<file path="config.mk">
export PLATFORM = sky130hd
export DESIGN_NAME = coin_input_conditioner
export DESIGN_NICKNAME = d
export VERILOG_FILES = /design/src/rtl/coin_input_conditioner.sv
export SDC_FILE = /design/constraint.sdc
export NUM_CORES = 1
export LEC_CHECK = 0
export CORE_MARGIN = 3
export CORE_UTILIZATION = 60
export CTS_BUF_LIST = sky130_fd_sc_hd__clkbuf_2
export DETAILED_ROUTE_END_ITERATION = 10
export PLACE_DENSITY = 0.86
export REMOVE_ABC_BUFFERS = 1
export SLEW_MARGIN = 20
export SYNTH_ARGS = -nofsm -noshare
export SYNTH_HDL_FRONTEND = slang
export SYNTH_SLANG_ARGS = --single-unit
export TNS_END_PERCENT = 100
</file>
<file path="constraint.sdc">
create_clock -name clock -period 4.86 [get_ports clock]
set_clock_uncertainty 0.2 [all_clocks]
set_input_delay 0.729 -clock clock [delete_from_list [all_inputs] [get_ports clock]]
set_output_delay 0.729 -clock clock [all_outputs]
set_load 0.02 [all_outputs]
</file>
<file path="src/rtl/coin_input_conditioner.sv">
// Coin-slot front end: synchronizes and debounces three raw sensors,
// emitting one strobe per accepted coin or a reject on overlap.
module coin_input_conditioner #(
  parameter int SYNC_STAGES     = 2,
  parameter int DEBOUNCE_CYCLES = 4
) (
  input  logic clock,
  input  logic reset,
  input  logic rawFive,
  input  logic rawTen,
  input  logic rawTwentyFive,
  output logic fiveCents,
  output logic tenCents,
  output logic twentyFiveCents,
  output logic coinReject,
  output logic busy
);

  localparam int CW = $clog2(DEBOUNCE_CYCLES) + 1;
  localparam logic [CW-1:0] LAST = CW'(DEBOUNCE_CYCLES - 1);
  localparam logic [CW-1:0] CMAX = '1;

  typedef enum logic [2:0] {
    IDLE,
    QUALIFY,
    EMIT,
    REJECT,
    WAIT_RELEASE
  } state_t;

  state_t state;
  logic [CW-1:0] cnt;
  logic [2:0] coin;
  logic [SYNC_STAGES-1:0][2:0] sync;
  logic [2:0] s;
  logic one_hot;
  logic multi;
  logic hit;
  logic other;

  always_ff @(posedge clock or negedge reset) begin
    if (!reset) begin
      sync <= '0;
    end else begin
      sync <= {sync[SYNC_STAGES-2:0],
               {rawTwentyFive, rawTen, rawFive}};
    end
  end

  assign s       = sync[SYNC_STAGES-1];
  assign multi   = (s & (s - 3'd1)) != 3'd0;
  assign one_hot = (s != 3'd0) && !multi;
  assign hit     = |(s & coin);
  assign other   = |(s & ~coin);

  // Outputs are registered from the next state, so they track state exactly.
  always_ff @(posedge clock or negedge reset) begin
    if (!reset) begin
      state           <= WAIT_RELEASE;
      cnt             <= '0;
      coin            <= '0;
      fiveCents       <= 1'b0;
      tenCents        <= 1'b0;
      twentyFiveCents <= 1'b0;
      coinReject      <= 1'b0;
      busy            <= 1'b1;
    end else begin
      fiveCents       <= 1'b0;
      tenCents        <= 1'b0;
      twentyFiveCents <= 1'b0;
      coinReject      <= 1'b0;
      busy            <= 1'b1;
      unique case (state)
        IDLE: begin
          if (one_hot) begin
            coin  <= s;
            cnt   <= CW'(1);
            state <= QUALIFY;
          end else if (multi) begin
            state      <= REJECT;
            coinReject <= 1'b1;
          end else begin
            busy <= 1'b0;
          end
        end
        QUALIFY: begin
          if (!hit) begin
            state <= IDLE;
            busy  <= 1'b0;
          end else if (other) begin
            state      <= REJECT;
            coinReject <= 1'b1;
          end else if (cnt == LAST) begin
            state           <= EMIT;
            fiveCents       <= coin[0];
            tenCents        <= coin[1];
            twentyFiveCents <= coin[2];
          end else if (cnt != CMAX) begin
            cnt <= cnt + CW'(1);
          end
        end
        EMIT, REJECT: begin
          state <= WAIT_RELEASE;
          cnt   <= '0;
        end
        WAIT_RELEASE: begin
          if (s != 3'd0) begin
            cnt <= '0;
          end else if (cnt == LAST) begin
            state <= IDLE;
            cnt   <= '0;
            busy  <= 1'b0;
          end else if (cnt != CMAX) begin
            cnt <= cnt + CW'(1);
          end
        end
        default: begin
          state <= WAIT_RELEASE;
          cnt   <= '0;
        end
      endcase
    end
  end

endmodule

</file>
==> report_table.html <==
<table>
<tr><th>Metric</th><th>Value</th></tr>
<tr><th colspan="2">Run status</th></tr>
<tr><td>Outcome</td><td>finished, final reports clean</td></tr>
<tr><th colspan="2">Yosys</th></tr>
<tr><td>Library cell with the largest summed area after synthesis</td><td>dfrtp_1</td></tr>
<tr><td>Number of flops mapped to enable cells by yosys</td><td>0</td></tr>
<tr><td>Share of Yosys cell area claimed by the top area cell type</td><td>47.5%</td></tr>
<tr><td>Mean instance size in the synthesized netlist</td><td>between 10 and 15 sq um</td></tr>
<tr><td>Top cells by instance count after synthesis</td><td>18 x dfrtp_1, 10 x nand2_1, 7 x a21oi_1, 7 x nor2_1</td></tr>
<tr><td>Dominant cells by area after synthesis</td><td>dfrtp_1 47%, dfstp_2 5.5%, nand2_1 4.0%, a21oi_1 3.7%, nor2_1 2.8%</td></tr>
<tr><td>Gate count after technology mapping</td><td>92</td></tr>
<tr><td>Number of flip-flops and latches in the synthesized netlist</td><td>20</td></tr>
<tr><td>Proportion of synthesized chip area in sequential cells</td><td>53.0%</td></tr>
<tr><td>Ys flop type</td><td>dfrtp_1</td></tr>
<tr><td>Distinct cell type count after synthesis</td><td>36</td></tr>
<tr><td>Most repeated cell in the gate-level netlist after synthesis</td><td>dfrtp_1</td></tr>
<tr><td>Number of synthesis warnings</td><td>0</td></tr>
<tr><td>Post-synth design cell area</td><td>948 sq um</td></tr>
<tr><td>FFs w/ async S/R, synth</td><td>100%</td></tr>
<tr><th colspan="2">STA</th></tr>
<tr><td>Unrepaired setup endpoints after global routing</td><td>no</td></tr>
<tr><td>Number of hold-slack violations in the final timing report</td><td>0</td></tr>
<tr><td>Clock period minus final worst setup slack</td><td>2.39 ns</td></tr>
<tr><td>Max Clk Rate</td><td>~420 MHz</td></tr>
<tr><td>Worst rel slew slack</td><td>a little under half</td></tr>
<tr><td>Actual transition at the worst max-transition pin</td><td>slightly above 0.8 ns</td></tr>
<tr><td>Final number of max-transition violations</td><td>0</td></tr>
<tr><td>Setup tns final</td><td>0 ns</td></tr>
<tr><td>Part of the cycle the worst path needs</td><td>49.2%</td></tr>
<tr><td>Setup-violating endpoint count in the final report</td><td>0</td></tr>
<tr><th colspan="2">Clocking</th></tr>
<tr><td>CTS root buffer</td><td>clkbuf_2</td></tr>
<tr><td>Clock tree from TritonCTS</td><td>done</td></tr>
<tr><td>Post-CTS Setup Repair Bufs</td><td>0</td></tr>
<tr><td>Clock Latency Late Sink</td><td>about 0.32 ns</td></tr>
<tr><td>CTS max path bufs</td><td>2</td></tr>
<tr><td>Post-CTS resize count</td><td>0</td></tr>
<tr><td>Total CTS buffers</td><td>3</td></tr>
<tr><td>Htree depth</td><td>1</td></tr>
<tr><td>Post-cts hold buffer count</td><td>0</td></tr>
<tr><td>Clock tree sinks</td><td>20</td></tr>
<tr><td>Clk pin slew, worst setup/hold paths</td><td>between 0.15 and 0.2 ns</td></tr>
<tr><th colspan="2">Global route</th></tr>
<tr><td>GRT Residual Overflow</td><td>0</td></tr>
<tr><td>Wire length of the first global-routing pass</td><td>approximately 2.9 mm</td></tr>
<tr><td>Via count of the first global-routing pass</td><td>686</td></tr>
<tr><td>Antenna violations before repair</td><td>0</td></tr>
<tr><td>Pin count of the biggest net entering global routing</td><td>21</td></tr>
<tr><td>Total GRT Usage</td><td>20.4%</td></tr>
<tr><th colspan="2">Power</th></tr>
<tr><td>Leak Pwr</td><td>0.476 nW</td></tr>
<tr><td>Clock share of power</td><td>between 10% and 20%</td></tr>
<tr><td>Maximum VDD drop</td><td>297 uV</td></tr>
<tr><td>Net Sw Frac</td><td>a little over a third</td></tr>
<tr><td>Seq pwr share</td><td>54.6%</td></tr>
<tr><td>PD cells</td><td>419 nW/um^2</td></tr>
<tr><td>Net load switching power</td><td>0.161 mW</td></tr>
<tr><td>Comb power frac</td><td>30.0%</td></tr>
<tr><td>Internal</td><td>0.278 mW</td></tr>
<tr><th colspan="2">Setup path</th></tr>
<tr><td>Largest fanout on the critical path</td><td>1</td></tr>
<tr><td>Buffer and inverter count on the worst path</td><td>1</td></tr>
<tr><td>Data required time of the worst path</td><td>3.93 ns</td></tr>
<tr><td>Kind of cell adding the most delay to the critical path</td><td>buffers and inverters</td></tr>
<tr><td>CP Capture Type</td><td>output port</td></tr>
<tr><td>Critical Path Max Stage Delay</td><td>0.59 ns</td></tr>
<tr><td>CP arrival</td><td>1.46 ns</td></tr>
<tr><td>Cell with the largest stage delay on the worst path</td><td>clkdlybuf4s50_1</td></tr>
<tr><td>Kind of critical path</td><td>reg2out</td></tr>
<tr><td>Type of element launching the critical path</td><td>flop</td></tr>
<tr><td>Cell Chain, Critical Path</td><td>clkdlybuf4s50_1</td></tr>
<tr><th colspan="2">Drt</th></tr>
<tr><td>Detailed router's first-iteration violation count</td><td>36</td></tr>
<tr><td>WL/cell</td><td>15.9 um</td></tr>
<tr><td>Number of routed nets with antenna violations</td><td>0</td></tr>
<tr><td>Final wirelength</td><td>1.83 mm</td></tr>
<tr><td>DR DRC count</td><td>0</td></tr>
<tr><td>Vias after detailed routing</td><td>740</td></tr>
<tr><td>Detailed-routing iteration count for the pre-antenna-repair pass</td><td>4</td></tr>
<tr><td>Detail-routed via count per cell</td><td>6.43</td></tr>
<tr><th colspan="2">Die</th></tr>
<tr><td>Placeable core region</td><td>1380 sq um</td></tr>
<tr><td>Number of placement rows</td><td>13</td></tr>
<tr><td>I/O pin total</td><td>10</td></tr>
<tr><td>Effective utilization at floorplan</td><td>approximately 70%</td></tr>
<tr><td>Die extent in y</td><td>45.8 um</td></tr>
<tr><td>DIE AREA</td><td>2090 sq um</td></tr>
<tr><td>Die span in x</td><td>45.8 um</td></tr>
<tr><th colspan="2">Cells and area</th></tr>
<tr><td>Final std cells w/o fill</td><td>115</td></tr>
<tr><td>Fraction of layout cells with a size suffix above 1</td><td>between 10% and 20%</td></tr>
<tr><td>ANT cells</td><td>0</td></tr>
<tr><td>Layout net count</td><td>107</td></tr>
<tr><td>Area overhead of the layout relative to synthesis</td><td>10.7%</td></tr>
<tr><th colspan="2">Job</th></tr>
<tr><td>Count of max-cap constraint violations</td><td>0</td></tr>
<tr><th colspan="2">Placement</th></tr>
<tr><td># placed instances</td><td>111</td></tr>
<tr><td># port buffers</td><td>9</td></tr>
<tr><td>Routability congestion estimate</td><td>between 0.8 and 0.9</td></tr>
<tr><td>Estimated wirelength of the detail-placed design</td><td>roughly 1.3 mm</td></tr>
<tr><th colspan="2">Hold path</th></tr>
<tr><td>Type of the worst min-delay path</td><td>reg2reg</td></tr>
</table>
==> sequential cells by signal, summed over array words and instances, names as in the netlist <==
register,cells
busy,1
cnt,3
coin,3
coinReject,1
fiveCents,1
s,3
state,3
sync,3
tenCents,1
twentyFiveCents,1
==> power groups by stage <==
stage / Combinational [mW] / Sequential (mW) / Clock [mW]
2_1_floorplan: 0.0846 / 0.240 / 0
3_3_place_gp: 0.122 / 0.240 / 0
3_5_place_dp: 0.131 / 0.242 / 0
4_1_cts: 0.132 / 0.239 / 0.0688
5_1_grt: 0.143 / 0.245 / 0.0762
6_report: 0.132 / 0.240 / 0.0679
==> routing by layer <==
layer / GRT usage [%] / wire, um
met3: 5.93 / 133
met2: 33.7 / 884
met4: 10.2 / 28
met5: 0 / 0
met1: 24.0 / 785
==> worst register-to-register path, stage by stage, from the launching register on <==
cell	delay, ns
dfrtp_1	0.53
or2b_1	0.21
o221ai_2	0.13
or3_1	0.42
a211o_1	0.33
a221o_1	0.35
==> final timing paths <==
path	startpoint	endpoint	slack, ns	cells after the start
worst max-delay path	busy$_DFF_PN1_	busy	2.47	1
worst min-delay path	sync[1]$_DFF_PN0_	s[1]$_DFF_PN0_	0.18	0
worst max register to register	s[0]$_DFF_PN0_	cnt[0]$_DFFE_PN0P_	2.61	5
worst min register to register	sync[1]$_DFF_PN0_	s[1]$_DFF_PN0_	0.18	0
max in group asynchronous	reset	coin[0]$_DFFE_PN0P_	3.31	1
min in group asynchronous	reset	coin[2]$_DFFE_PN0P_	0.65	1
==> cell families after synthesis <==
kind of cell | after synthesis | share of synthesized area (%)
AND/OR/NAND/NOR | 35 | 19.0
AO/OA/AOI/OAI | 26 | 21.4
flip-flops | 20 | 53.0
buffers and inverters | 9 | 4.35
XOR/XNOR | 1 | 0.924
adder cells (fa/ha/maj) | 1 | 1.32
==> final cells by class <==
type	instances	area (sq um)
Tap cell	15	18.8
Timing Repair Buffer	9	90.1
Inverter	4	15.0
Sequential cell	20	503
Fill cell	98	333
Clock inverter	1	3.75
Clock buffer	3	15.0
Multi-Input combinational cell	63	404
==> metrics by stage <==
stage	area (sq um)	hold slack, ns	setup WS, ns	total power, mW	utilization [%]
2_1_floorplan	922	0.131	2.76	0.325	-
3_3_place_gp	1030	0.132	2.71	0.362	74.6
3_5_place_dp	1030	0.137	2.65	0.373	74.6
4_1_cts	1050	0.174	2.46	0.439	75.9
5_1_grt	1050	0.183	2.40	0.465	75.9
6_report	1050	0.175	2.47	0.440	75.9
==> placed cells by master, fill, tap and decap left out, types with 2 or more instances in the layout <==
cell type	n
nand2_1	10
clkbuf_2	3
o21a_1	2
a211o_1	2
nor4_1	2
a21oi_1	7
dfstp_2	2
dfrtp_1	18
clkdlybuf4s50_1	9
nor2_1	7
inv_1	4
o31ai_1	2
or3_1	3
nor3_1	4
o21ai_0	2
and2_1	2
nor3b_1	2
Note: power is estimated with default switching activity, not from simulation.
